[src/rtl/truth_table_sequencer.sv]
// truth_table_sequencer
//
// Steps a combinational N_IN-input function through every input vector in
// ascending order. Each vector is held for SETTLE_CYCLES cycles and then
// sampled for one cycle. The function output is captured into a truth-table
// register, and the number of ones seen (minterms) is counted.
//
// Ports:
//   in_clk     system clock; all state changes on the rising edge
//   in_rst     synchronous, active-high reset
//   in_start   single-cycle request to begin a sweep
//   in_abort   cancels a sweep in progress
//   in_y       output of the function under test
//   out_vec    input vector driven to the function (MSB maps to in_a)
//   out_busy   high while a sweep is in progress
//   out_done   high from sweep completion until the next start or reset
//   out_table  captured truth table; bit[i] = in_y sampled with out_vec == i
//   out_count  number of 1 bits captured into out_table
//   dbg_state  current FSM state (IDLE=0, SETTLE=1, SAMPLE=2, DONE=3)
//
// Handshake: a start request is accepted on any edge where in_start=1,
// in_abort=0 and the block is not busy (IDLE or DONE). Requests made while
// busy are dropped rather than queued. out_busy rises on the accepting edge.
// out_busy falls and out_done rises together on the edge that captures the
// last vector. in_abort wins over in_start in the same cycle.

module truth_table_sequencer #(
    parameter int N_IN          = 3,
    parameter int SETTLE_CYCLES = 2
) (
    input  logic                 in_clk,
    input  logic                 in_rst,
    input  logic                 in_start,
    input  logic                 in_abort,
    input  logic                 in_y,
    output logic [N_IN-1:0]      out_vec,
    output logic                 out_busy,
    output logic                 out_done,
    output logic [2**N_IN-1:0]   out_table,
    output logic [N_IN:0]        out_count,
    output logic [1:0]           dbg_state
);

    localparam int DEPTH = 2**N_IN;
    localparam int CW    = (SETTLE_CYCLES > 1) ? $clog2(SETTLE_CYCLES) : 1;
    localparam logic [N_IN-1:0] LAST_VEC = N_IN'(DEPTH - 1);
    localparam logic [CW-1:0]   RELOAD   = CW'(SETTLE_CYCLES - 1);

    typedef enum logic [1:0] {
        IDLE   = 2'd0,
        SETTLE = 2'd1,
        SAMPLE = 2'd2,
        DONE   = 2'd3
    } state_t;

    state_t              state_q, state_d;
    logic [CW-1:0]       cnt_q, cnt_d;
    // The vector register doubles as the table index. The two values are
    // always equal, so a separate index register would be redundant.
    logic [N_IN-1:0]     vec_q, vec_d;
    logic [DEPTH-1:0]    tab_q, tab_d;
    logic [N_IN:0]       count_q, count_d;

    always_ff @(posedge in_clk) begin
        if (in_rst) begin
            state_q <= IDLE;
            cnt_q   <= '0;
            vec_q   <= '0;
            tab_q   <= '0;
            count_q <= '0;
        end else begin
            state_q <= state_d;
            cnt_q   <= cnt_d;
            vec_q   <= vec_d;
            tab_q   <= tab_d;
            count_q <= count_d;
        end
    end

    always_comb begin
        state_d = state_q;
        cnt_d   = cnt_q;
        vec_d   = vec_q;
        tab_d   = tab_q;
        count_d = count_q;
        case (state_q)
            IDLE, DONE: begin
                if (in_start && !in_abort) begin
                    state_d = SETTLE;
                    cnt_d   = RELOAD;
                    vec_d   = '0;
                    tab_d   = '0;
                    count_d = '0;
                end
            end
            SETTLE: begin
                if (in_abort) begin
                    state_d = IDLE;
                    cnt_d   = '0;
                    vec_d   = '0;
                    tab_d   = '0;
                    count_d = '0;
                end else if (cnt_q == '0) begin
                    state_d = SAMPLE;
                end else begin
                    cnt_d = cnt_q - CW'(1);
                end
            end
            SAMPLE: begin
                // An abort in this cycle discards the pending sample,
                // including the one for the final vector.
                if (in_abort) begin
                    state_d = IDLE;
                    cnt_d   = '0;
                    vec_d   = '0;
                    tab_d   = '0;
                    count_d = '0;
                end else begin
                    tab_d[vec_q] = in_y;
                    count_d      = count_q + (N_IN + 1)'(in_y);
                    if (vec_q == LAST_VEC) begin
                        // Hold the last vector so the index never wraps.
                        state_d = DONE;
                    end else begin
                        state_d = SETTLE;
                        vec_d   = vec_q + N_IN'(1);
                        cnt_d   = RELOAD;
                    end
                end
            end
            default: state_d = IDLE;
        endcase
    end

    // Every output is decoded from registers only. No input reaches an
    // output without passing through a flop.
    assign out_vec   = vec_q;
    assign out_busy  = (state_q == SETTLE) || (state_q == SAMPLE);
    assign out_done  = (state_q == DONE);
    assign out_table = tab_q;
    assign out_count = count_q;
    assign dbg_state = state_q;

endmodule

[config.mk]
export PLATFORM = sky130hd
export DESIGN_NAME = truth_table_sequencer
export DESIGN_NICKNAME = d
export VERILOG_FILES = /design/src/rtl/truth_table_sequencer.sv
export SDC_FILE = /design/constraint.sdc
export NUM_CORES = 1
export LEC_CHECK = 0
export ABC_CLOCK_PERIOD_IN_PS = 4320
export CORE_MARGIN = 4
export CORE_UTILIZATION = 52
export DETAILED_ROUTE_END_ITERATION = 16
export GPL_TIMING_DRIVEN = 0
export PLACE_DENSITY = 0.9
export SLEW_MARGIN = 20
export SYNTH_ARGS = -nofsm -noshare
export SYNTH_HDL_FRONTEND = slang
export SYNTH_SLANG_ARGS = --single-unit
[constraint.sdc]
create_clock -name in_clk -period 4.32 [get_ports in_clk]
set_input_delay 0.864 -clock in_clk [delete_from_list [all_inputs] [get_ports in_clk]]
set_output_delay 0.864 -clock in_clk [all_outputs]
set_load 0.02 [all_outputs]
-- Word level (Yosys, flattened, before mapping)
Index checks and enable logic that the tools add are counted.
- $add $sub $neg: 3
- $lt $le $gt $ge: 2
- eq/ne operators: 8
- muxes and demuxes: 28
- reduce and logical (&&, ||, !) cells: 10
- operators with widths (cell ; count):
    two-way mux 8 bit ; 3
    one-hot mux 8 bit (3 select lines) ; 1
    two-way mux 3 bit ; 4
    two-way mux 4 bit ; 3
    one-hot mux 4 bit (3 select lines) ; 1
    two-way mux 2 bit ; 5
    one-hot mux 3 bit (3 select lines) ; 1
    bitwise mux 8 bit ; 1
    two-way mux 1 bit ; 6
    inequality test 3 bit (second input constant) ; 2
    one-hot mux 2 bit (3 select lines) ; 1
    AND reduction 2 bit ; 3
    adder 4 x 1 -> 4 bit ; 1
    equality test 2 bit (second input constant) ; 2
    < comparator 3 x 4 -> 1 bit (second input constant) ; 1
    inequality test 2 bit (second input constant) ; 2
    adder 3 x 1 -> 3 bit (second input constant) ; 1
    demux 1 bit (select 3 bit) ; 1
    equality test 3 bit (second input constant) ; 1
    >= comparator 3 x 1 -> 1 bit (second input constant) ; 1
    one-hot mux 1 bit (3 select lines) ; 1
    AND reduction 3 bit ; 1
    equality test 2 x 1 -> 1 bit (second input constant) ; 1
    logical AND 1 bit ; 2
    5 further kinds ; 5
- flip-flop bits (word level): 18
- logic and storage cells: 56

-- Longest topological paths before layout
- depth in word-level cells: 7
- gate-level depth with buffers: 7

-- Worst setup path before layout
No wires, ideal clock.
- path kind: flip-flop to output port
- start: register state_q[0], in the netlist dbg_state[0]
- end: output out_busy
- arrival time: 1101 ps
- path slack: 2355 ps
- stages on the path, launching flop included: 4
- buffers on the path: 0
- path through: dfxtp_1 -> inv_1 -> ha_1 -> inv_1
- longest elaborated chain between the ends: 2
- elaborated cells on any way between the ends: 3
- classes of those cells: eq/ne: 2; reduce/logical: 1
- RTL lines (item ; RTL line ; RTL):
    start: declaration ; 56 ; state_t state_q, state_d;
    start signal: assignment ; 72 ; state_q <= state_d;
    equality test 2 x 1 -> 1 bit / equality test 2 bit (equally long branches) ; 138 ; assign out_busy = (state_q == SETTLE) || (state_q == SAMPLE);
    logical OR 1 bit * ; 138 ;
    end: declaration ; 37 ; output logic out_busy,
Every way passes the cells marked *; elsewhere a longest branch is shown, timed or not.

-- Worst setup path after layout
Ends and elaborated chain as after synthesis.

==> flow_metrics.tcl <==
set metrics [dict create \
    yosys_warnings 0 \
    worstPathRequired_ns 3.46 \
    finalSetupViolations 0 \
    muxShareOfSynthArea_pct 0.964 \
    drt_first_pass_iters 4 \
    ant_nets 0 \
    grt_use_total_pct 17.9 \
    async_reset_ff_share_pct 0 \
    drt_iter0_markers 19 \
    viasPerCell 5.62 \
    yosys.area_share.simple_pct 24.7 \
    final_nets 154 \
    hold_path.class "flip-flop to flip-flop" \
    share_seq_of_total_power_pct 46.5 \
    drive_gt1_share_pct 14.2 \
    max_freq_ghz 0.365 \
    n_antenna_cell 0 \
    synth_adder_area_share_pct 8.43 \
    final_critical_path_setup_slack_ns 1.58 \
    run_status "finished, final reports clean" \
    yosys.area.top_type_share_pct 34.7 \
    timing.max_cap.violations 0 \
    io_pins 24 \
    max_transition_viols_final 0 \
    cts_hold_buffers 0 \
    syn_area_per_cell_um2 9.03 \
    worstMarginPinSlew_ns 0.534 \
    power.ir.vdd_worst_mv 0.228 \
    clk_pin_slew_worst_paths_ns 0.11 \
    initial_core_util_pct 57.6 \
    gpl_wtd_cong 0.769 \
    fin_tns_setup_ns 0 \
    tritoncts_clock_tree "built" \
    worst_setup_path_end_kind "output port" \
    crit_type "flip-flop to output port" \
    dieArea_um2 2780 \
    critical_path.max_fanout 6 \
    core_area_um2 1800 \
    combinational_family_with_the_most_area_after_synthesis "compound AO/OA/AOI/OAI gates" \
    synth_most_common_cell "sky130_fd_sc_hd__dfxtp_1" \
    die_width_um 52.7 \
    hold_viol_final 0 \
    first_global_vias 854 \
    switching_share_pct 30.6 \
    post_synth_xor_area_fraction_pct 0 \
    grt_max_degree 11 \
    post_synth_most_frequent_cells "sky130_fd_sc_hd__dfxtp_1, sky130_fd_sc_hd__a21oi_1, sky130_fd_sc_hd__nand2b_1, sky130_fd_sc_hd__nand2_1, sky130_fd_sc_hd__nand3_1" \
    clock_sink_count 18 \
    critical_path.startpoint_type "flip-flop" \
    die-height_um 52.7 \
    cts.htree.levels 1 \
    grt_setup_unrepaired "false" \
    synth_top_flop_cell "sky130_fd_sc_hd__dfxtp_1" \
    synth_enable_flop_cells 0 \
    placement_rows 15 \
    min_period_ns 2.74 \
    cts-buffers-inserted 3 \
    syn2layout_area_growth_pct 27.7 \
    internal-power_mw 0.261 \
    proportion_of_synthesized_chip_area_in_sequential_cells_pct 34.7 \
    post_cts_buffers 0 \
    worst_clock_skew_ns 0.00631 \
    power_density_nw_per_um2 283 \
    detail_route.drc_violations 0 \
    synth.distinct_cells 29 \
    setup.reg_to_reg.worst_slack_ns 2.61 \
    place.port_buffers 22 \
    synth_seq_cells 18 \
    clockBufferDepth 2 \
    mappedNetlistNets 127 \
    clkPwrFrac_pct 28.8 \
    comb_power_share_pct 24.7 \
    grt_pass1_wl_mm 3.73 \
    clockRootBuffer "sky130_fd_sc_hd__clkbuf_4" \
    synth_compound_area_share_pct 26.5 \
    gate_count_of_the_mapped_netlist 115 \
    cts-resized-gates 0 \
    net_switching_component_of_the_power_mw 0.115 \
    netlist_top_cells_area "sky130_fd_sc_hd__dfxtp_1, sky130_fd_sc_hd__o32ai_2, sky130_fd_sc_hd__ha_1, sky130_fd_sc_hd__a21oi_1, sky130_fd_sc_hd__nand2b_1" \
    hpwlAfterDp_mm 1.65 \
    synthesis.area_um2 1040 \
    dp_worst_setup_slack_ns 1.93 \
    detail_route.wl_per_cell_um 13.0 \
    final_min_period_over_clock_period_pct 63.4 \
    clkLatencyLatePin_ns 0.31 \
    netlist.top_cell.by_area "sky130_fd_sc_hd__dfxtp_1" \
    holdWs_ns 0.497 \
    p_leak_nw 0.472 \
    grt_antenna_before_repair 0 \
    worst_ep_arrival_time_ns 1.87 \
    total_global_routing_overflow 0 \
    vias 933 \
    slew-limit-headroom_pct 64.4 \
    routed_wirelength_mm 2.16 \
]
## final timing paths
check	end	from	cells past startpoint
max	out_busy	dbg_state[0]	4
min	out_count[0]	out_count[0]	2
max reg2reg	out_table[2]	dbg_state[0]	6
min reg2reg	out_count[0]	out_count[0]	2
## logic make-up (layout without fill, tap and decap cells)
family	after synthesis	in the layout
compound gates	33	33
fa+ha+maj	7	7
buf+inv	12	38
flops	18	18
mux	1	1
simple gates	44	44
## sequential cells by signal (all words and copies together), names as in the netlist
register   count
out_count      4
cnt_q          1
out_table      8
out_vec        3
dbg_state      2
## metrics by stage
step	power [mW]	utilization (%)	instances	area, um^2
finish	0.376	73.6	166	1330
global route	0.391	73.6	166	1330
CTS	0.375	73.6	166	1330
detailed placement	0.271	71.6	162	1290
global placement	0.269	71.6	162	1290
floorplan	0.246	-	115	1040
## layout by cell type, fill, tap and decap left out, drive strengths merged, types with 4 or more instances in the layout
cell type	instances
a21oi	17
clkbuf	8
clkdlybuf4s50	22
dfxtp	18
ha	7
inv	5
nand2	9
nand2b	12
nand3	9
nor2	4
o32ai	10
## power groups by stage
stage / Sequential [mW] / Clock (mW) / Combinational, mW
floorplan: 0.181 / 0 / 0.0653
global placement: 0.178 / 0 / 0.0905
detailed placement: 0.179 / 0 / 0.0926
CTS: 0.175 / 0.108 / 0.0925
global route: 0.176 / 0.115 / 0.101
finish: 0.175 / 0.108 / 0.0928
## area by class of cell
class | count | area [um^2]
plain buffers | 7 | 30.0
multi-input cells | 85 | 629
flip-flops and latches | 18 | 360
fillers | 149 | 475
inverters | 5 | 18.8
well taps | 25 | 31.3
repair buffers | 22 | 220
clock buffers | 4 | 36.3
## worst max-delay path, stage by stage (launching register included)
cell,delay [ns]
sky130_fd_sc_hd__dfxtp_1,0.42
sky130_fd_sc_hd__inv_1,0.07
sky130_fd_sc_hd__ha_1,0.40
sky130_fd_sc_hd__inv_1,0.08
sky130_fd_sc_hd__clkdlybuf4s50_1,0.59
## routing by layer
| metal | global-route usage (%) | share of wire [%] | vias up |
|---|---|---|---|
| li1 | - | - | 466 |
| met2 | 28.5 | 48 | 26 |
| met1 | 22.9 | 45 | 438 |
| met5 | 0 | 0 | - |
| met3 | 4.56 | 5.4 | 3 |
| met4 | 7.23 | 1.0 | 0 |
No activity file was read; power rests on OpenSTA's default activity.
